`config.mk`:
```
export PLATFORM = sky130hd
export DESIGN_NAME = lif_param_serializer
export DESIGN_NICKNAME = d
export VERILOG_FILES = /design/src/rtl/lif_param_serializer.sv
export SDC_FILE = /design/constraint.sdc
export NUM_CORES = 1
export LEC_CHECK = 0
export ABC_AREA = 1
export CAP_MARGIN = 20
export CORE_MARGIN = 2
export CORE_UTILIZATION = 50
export DETAILED_ROUTE_END_ITERATION = 10
export MAX_ROUTING_LAYER = met4
export PLACE_DENSITY = 0.76
export SLEW_MARGIN = 20
export SYNTH_ARGS = -nofsm -noshare
export SYNTH_HDL_FRONTEND = slang
export SYNTH_SLANG_ARGS = --single-unit
```
`constraint.sdc`:
```
create_clock -name i_clk -period 1.9 [get_ports i_clk]
set_input_delay 0.38 -clock i_clk [delete_from_list [all_inputs] [get_ports i_clk]]
set_output_delay 0.38 -clock i_clk [all_outputs]
set_load 0.1 [all_outputs]
```
`src/rtl/lif_param_serializer.sv`:
```
// Serial parameter transmitter for the LIF neuron configuration loader.
// Snapshots {weight, leak_rate, threshold, leak_cycles} and shifts it out MSB-first, then waits for ack.
//
// state    | meaning
// IDLE     | waiting for start; outputs quiet, error holds its last value
// SHIFT    | load_mode=1, driving shift_reg[22] for BIT_CYCLES cycles per bit
// WAIT_ACK | frame sent, counting cycles until params_ready or timeout
// DONE     | one enabled cycle of done, then back to IDLE
module lif_param_serializer #(
  parameter int BIT_CYCLES = 1,
  parameter int TIMEOUT    = 64
) (
  input  logic       i_clk,
  input  logic       i_rst_n,
  input  logic       i_enable,
  input  logic       i_start,
  input  logic [2:0] i_weight_in,
  input  logic [7:0] i_leak_rate_in,
  input  logic [7:0] i_threshold_in,
  input  logic [3:0] i_leak_cycles_in,
  input  logic       i_params_ready,
  output logic       o_load_mode,
  output logic       o_serial_data,
  output logic       o_busy,
  output logic       o_done,
  output logic       o_error
);

  localparam int HW = $clog2(BIT_CYCLES) + 1;
  localparam int WW = $clog2(TIMEOUT) + 1;
  localparam logic [HW-1:0] HOLD_LAST = HW'(BIT_CYCLES - 1);
  localparam logic [WW-1:0] WAIT_LAST = WW'(TIMEOUT - 1);

  typedef enum logic [1:0] {
    S_IDLE     = 2'd0,
    S_SHIFT    = 2'd1,
    S_WAIT_ACK = 2'd2,
    S_DONE     = 2'd3
  } state_t;

  state_t          r_state;
  state_t          w_next_state;
  logic [22:0]     r_shift;
  logic [4:0]      r_bit_cnt;
  logic [HW-1:0]   r_hold_cnt;
  logic [WW-1:0]   r_wait_cnt;
  logic            r_error;

  logic            w_hold_last;
  logic            w_last_bit;
  logic            w_timeout;

  assign w_hold_last = (r_hold_cnt == HOLD_LAST);
  assign w_last_bit  = w_hold_last && (r_bit_cnt == 5'd0);
  assign w_timeout   = (r_wait_cnt == WAIT_LAST);

  always_ff @(posedge i_clk or negedge i_rst_n) begin
    if (!i_rst_n) begin
      r_state <= S_IDLE;
    end else if (i_enable) begin
      r_state <= w_next_state;
    end
  end

  always_comb begin
    w_next_state = r_state;
    case (r_state)
      S_IDLE:     if (i_start) w_next_state = S_SHIFT;
      S_SHIFT:    if (w_last_bit) w_next_state = S_WAIT_ACK;
      // ready is checked before the timeout so a same-cycle ack is never flagged as an error
      S_WAIT_ACK: if (i_params_ready || w_timeout) w_next_state = S_DONE;
      S_DONE:     w_next_state = S_IDLE;
    endcase
  end

  always_ff @(posedge i_clk or negedge i_rst_n) begin
    if (!i_rst_n) begin
      r_shift    <= '0;
      r_bit_cnt  <= '0;
      r_hold_cnt <= '0;
      r_wait_cnt <= '0;
      r_error    <= 1'b0;
    end else if (i_enable) begin
      case (r_state)
        S_IDLE: begin
          if (i_start) begin
            r_shift    <= {i_weight_in, i_leak_rate_in, i_threshold_in, i_leak_cycles_in};
            r_bit_cnt  <= 5'd22;
            r_hold_cnt <= '0;
            r_wait_cnt <= '0;
            r_error    <= 1'b0;
          end
        end
        S_SHIFT: begin
          if (w_hold_last) begin
            r_hold_cnt <= '0;
            if (r_bit_cnt != 5'd0) begin
              r_shift   <= {r_shift[21:0], 1'b0};
              r_bit_cnt <= r_bit_cnt - 5'd1;
            end
          end else begin
            r_hold_cnt <= r_hold_cnt + HW'(1);
          end
        end
        S_WAIT_ACK: begin
          if (!i_params_ready) begin
            if (w_timeout) begin
              r_error <= 1'b1;
            end else begin
              r_wait_cnt <= r_wait_cnt + WW'(1);
            end
          end
        end
        S_DONE: begin
          r_wait_cnt <= '0;
        end
      endcase
    end
  end

  // Outputs decode registered state only, so no input reaches an output combinationally
  always_comb begin
    o_load_mode   = 1'b0;
    o_serial_data = 1'b0;
    o_busy        = (r_state != S_IDLE);
    o_done        = (r_state == S_DONE);
    o_error       = r_error;
    if (r_state == S_SHIFT) begin
      o_load_mode   = 1'b1;
      o_serial_data = r_shift[22];
    end
  end

endmodule

```
==> summary.md <==
| Metric | Value |
|---|---|
| Setup Crit Path Kind | reg2out |
| Initial cell density of the core | 52.11% |
| Actual slew at the worst max-slew pin | 492.4 ps |
| Top Ports | 33 |
| Unrepaired setup endpoints after global routing | no |
| Pwr Density | 1531 nW/um2 |
| Internal power | 2.232 mW |
| Inserted Clock Buffers | 5 |
| CTS H-tree depth | 2 |
| Skew-Pair Late Insertion Delay | 290 ps |
| Mapped Cells | 316 |
| Antenna violations before repair | 0 |
| Net Count, Synth | 351 |
| Clock Tree Root | clkbuf_8 |
| Setup TNS | 0 ps |
| Crit end category | output port |
| Die area | 5126 um2 |
| Clock transition at the registers of the reported paths | 70 ps |
| Comb power frac | 55.7% |
| Cts hold-fix bufs | 0 |
| Postcts setup bufs | 0 |
| Fin util | 63.58% |
| PortBufs | 32 |
| Share of cells above drive strength 1 | 12.57% |
| Seq pwr share | 30.8% |
| Clock tree buffer depth | 2 |
| Placer Congestion | 0.8142 |
| Switch share | 47.70% |
| Die W | 71.60 um |
| Worst setup SP type | flip-flop |
| GRT Overall Usage | 22.34% |
| Fmax | 548.4 MHz |
| Reg2reg end | r_shift[9]$_DFFE_PN0P_ |
| Synth area leader | dfrtp_1 |
| Max Transition Viols Final | 0 |
| Worst vdd ir | 0.6832 mV |
| Cells along the critical path | inv_1 > ha_4 > clkinvlp_4 > buf_12 |
| # resized after CTS | 0 |
| Vias | 2085 |
| Leak | 1.487 nW |
| Post-DR wirelength/cell | 12.42 um |
| Max-Cap Viols | 0 |
| Min Hold Slack | 128.8 ps |
| Syn-to-layout area delta | 22.02% |
| Post-DRT Antenna Nets | 0 |
| TritonCTS clock tree | yes |
| # placed instances | 394 |
| Clock power frac | 13.5% |
| Dpl hpwl | 3433 um |
| Setup ws final | 76.40 ps |
| DRT iter0 DRCs | 164 |
| Number of global-route vias before repair | 1956 |
| Nets | 384 |
| Status | completed |
| Fin. Hold Viols | 0 |
| Register-to-Register Path Depth | 7 |
| Avg Cell Area, Syn | 7.230 um2 |
| Clock sinks | 38 |
| Hold WC Path Type | in2async |
| First-pass GRT wire length | 8742 um |
| Post-Syn Area | 2285 um2 |
| Die H | 71.60 um |
| YS warnings | 0 |
| P_sw | 2.035 mW |
| Setup violators final | 0 |
| Reg-to-Reg Start | r_state[0]$_DFFE_PN0P_ |
| R2r setup slk | 150 ps |
| Critical path data arrival time | 1440 ps |
| Remaining DRCs | 0 |
| Worst Path Required | 1520 ps |
| Top cells by area, synth | dfrtp_1 (42%), nand2_1 (28%), nand4_1 (7.1%) |
| DP Worst Slack | 115.4 ps |
| Final period utilization | 95.98% |
| Crit-path slowest cell | dfrtp_1 |
| Rows | 24 |
| Synth top area share | 41.62% |
| GRT Residual Overflow | 0 |
| ANT cells | 0 |
| Largest net degree at the start of global routing | 39 |
| CP peak stage delay | 440 ps |
| Relative slew slack | 67.17% |
| DRT Pass-1 Iters | 4 |
| Post-synthesis sequential area ratio | 41.62% |
| Fin Clk Skew | 2.420 ps |
| Core area | 4384 um2 |
| Post-synthesis register bit count | 38 |
| Synth cell types | 28 |
| Via density | 5.187 |
| WL final | 4993 um |
| Crit path max fanout | 5 |
| Final cell count without fillers | 402 |
| Minimum clock period | 1824 ps |
## sequential cells by signal (all words and copies together) (netlist names)
signal,count
r_bit_cnt,5
r_shift,23
r_wait_cnt,7
r_state,2
o_error,1
## per-stage QoR
stage	area (um2)	total power, mW
finish	2788	4.268
global route	2788	4.626
CTS	2788	4.293
detailed placement	2696	3.709
global placement	2696	3.645
floorplan	2338	3.162
## how the worst max path moves through the flow
stage	from	endpoint	slack [ps]	cells after the start
after floorplan	r_state[1]$_DFFE_PN0P_	o_serial_data	-30	6
after global placement	i_start	r_shift[3]$_DFFE_PN0P_	160	8
after detailed placement	i_start	r_shift[9]$_DFFE_PN0P_	120	8
after CTS	r_state[0]$_DFFE_PN0P_	o_busy	70	4
after global routing	r_state[0]$_DFFE_PN0P_	o_busy	1	4
final	r_state[0]$_DFFE_PN0P_	o_busy	80	4
## synth_stat cells
| master | n |
|---|---|
| nand2_1 | 169 |
| dfrtp_1 | 38 |
| nand4_1 | 26 |
| inv_1 | 18 |
| nand3_1 | 13 |
| buf_2 | 7 |
| ha_1 | 7 |
| nor2_1 | 6 |
| buf_6 | 4 |
| nand2_2 | 4 |
| inv_2 | 3 |
| nand2_4 | 3 |
| nor2_2 | 3 |
| a21oi_1 | 1 |
| buf_4 | 1 |
| buf_8 | 1 |
| clkbuf_1 | 1 |
| nand3_2 | 1 |
| nand3_4 | 1 |
| nand3b_1 | 1 |
| nor2_4 | 1 |
| nor3_1 | 1 |
| nor3b_1 | 1 |
| o21ai_0 | 1 |
| o21bai_1 | 1 |
| o31ai_1 | 1 |
| or2_2 | 1 |
| xnor2_1 | 1 |
## worst max-delay path, delay by kind of cell, from the launching register on
| family | cells | cell delay [ps] |
|---|---|---|
| DFF | 1 | 440 |
| buffers and inverters | 3 | 500 |
| adders and majority gates | 1 | 210 |
## per-layer routing
layer / global-route usage [%] / up-vias / share of wire (%)
met5: - / - / 0
li1: - / 1060 / -
met4: 7.966 / 0 / 1.5
met1: 29.16 / 965 / 47
met2: 35.08 / 54 / 47
met3: 4.079 / 6 / 4.8
## power by group through the flow
stage	Clock, mW	Sequential (mW)	Combinational [mW]
after floorplan	0	1.35	1.81
after global placement	0	1.32	2.33
after detailed placement	0	1.33	2.38
after CTS	0.588	1.31	2.39
after global routing	0.620	1.35	2.65
final	0.577	1.31	2.38
## layout by cell type (no fill, tap or decap), drive strengths merged
cell type	synthesis	final
nand2	176	176
nand4	26	26
nor3	1	1
o31ai	1	1
a21oi	1	1
o21bai	1	1
dfrtp	38	38
nand3	15	15
or2	1	1
inv	21	19
nand3b	1	1
clkinv	0	1
o21ai	1	1
ha	7	7
nor3b	1	1
buf	13	14
clkbuf	1	7
nor2	10	10
clkinvlp	0	2
clkdlybuf4s50	0	26
xnor2	1	1
## final cells by class
class / instances / area, um2
fillers: 397 / 1597
multi-input cells: 243 / 1181
flip-flops and latches: 38 / 950.9
repair buffers: 40 / 412.9
clock buffers: 7 / 86.33
inverters: 21 / 86.33
well taps: 52 / 65.06
clock inverters: 1 / 5.005
## logic make-up (layout without fill, tap and decap cells)
group	Yosys count	after routing	share of synthesized area, %
AOI/OAI and AO/OA	4	4	1.095
DFF	38	38	41.62
adders and majority gates	7	7	3.833
xor gates and xnor gates	1	1	0.3834
and+or+nand+nor	231	231	44.96
buffers and inverters	35	69	8.104
(Power assumes the default switching activity.)
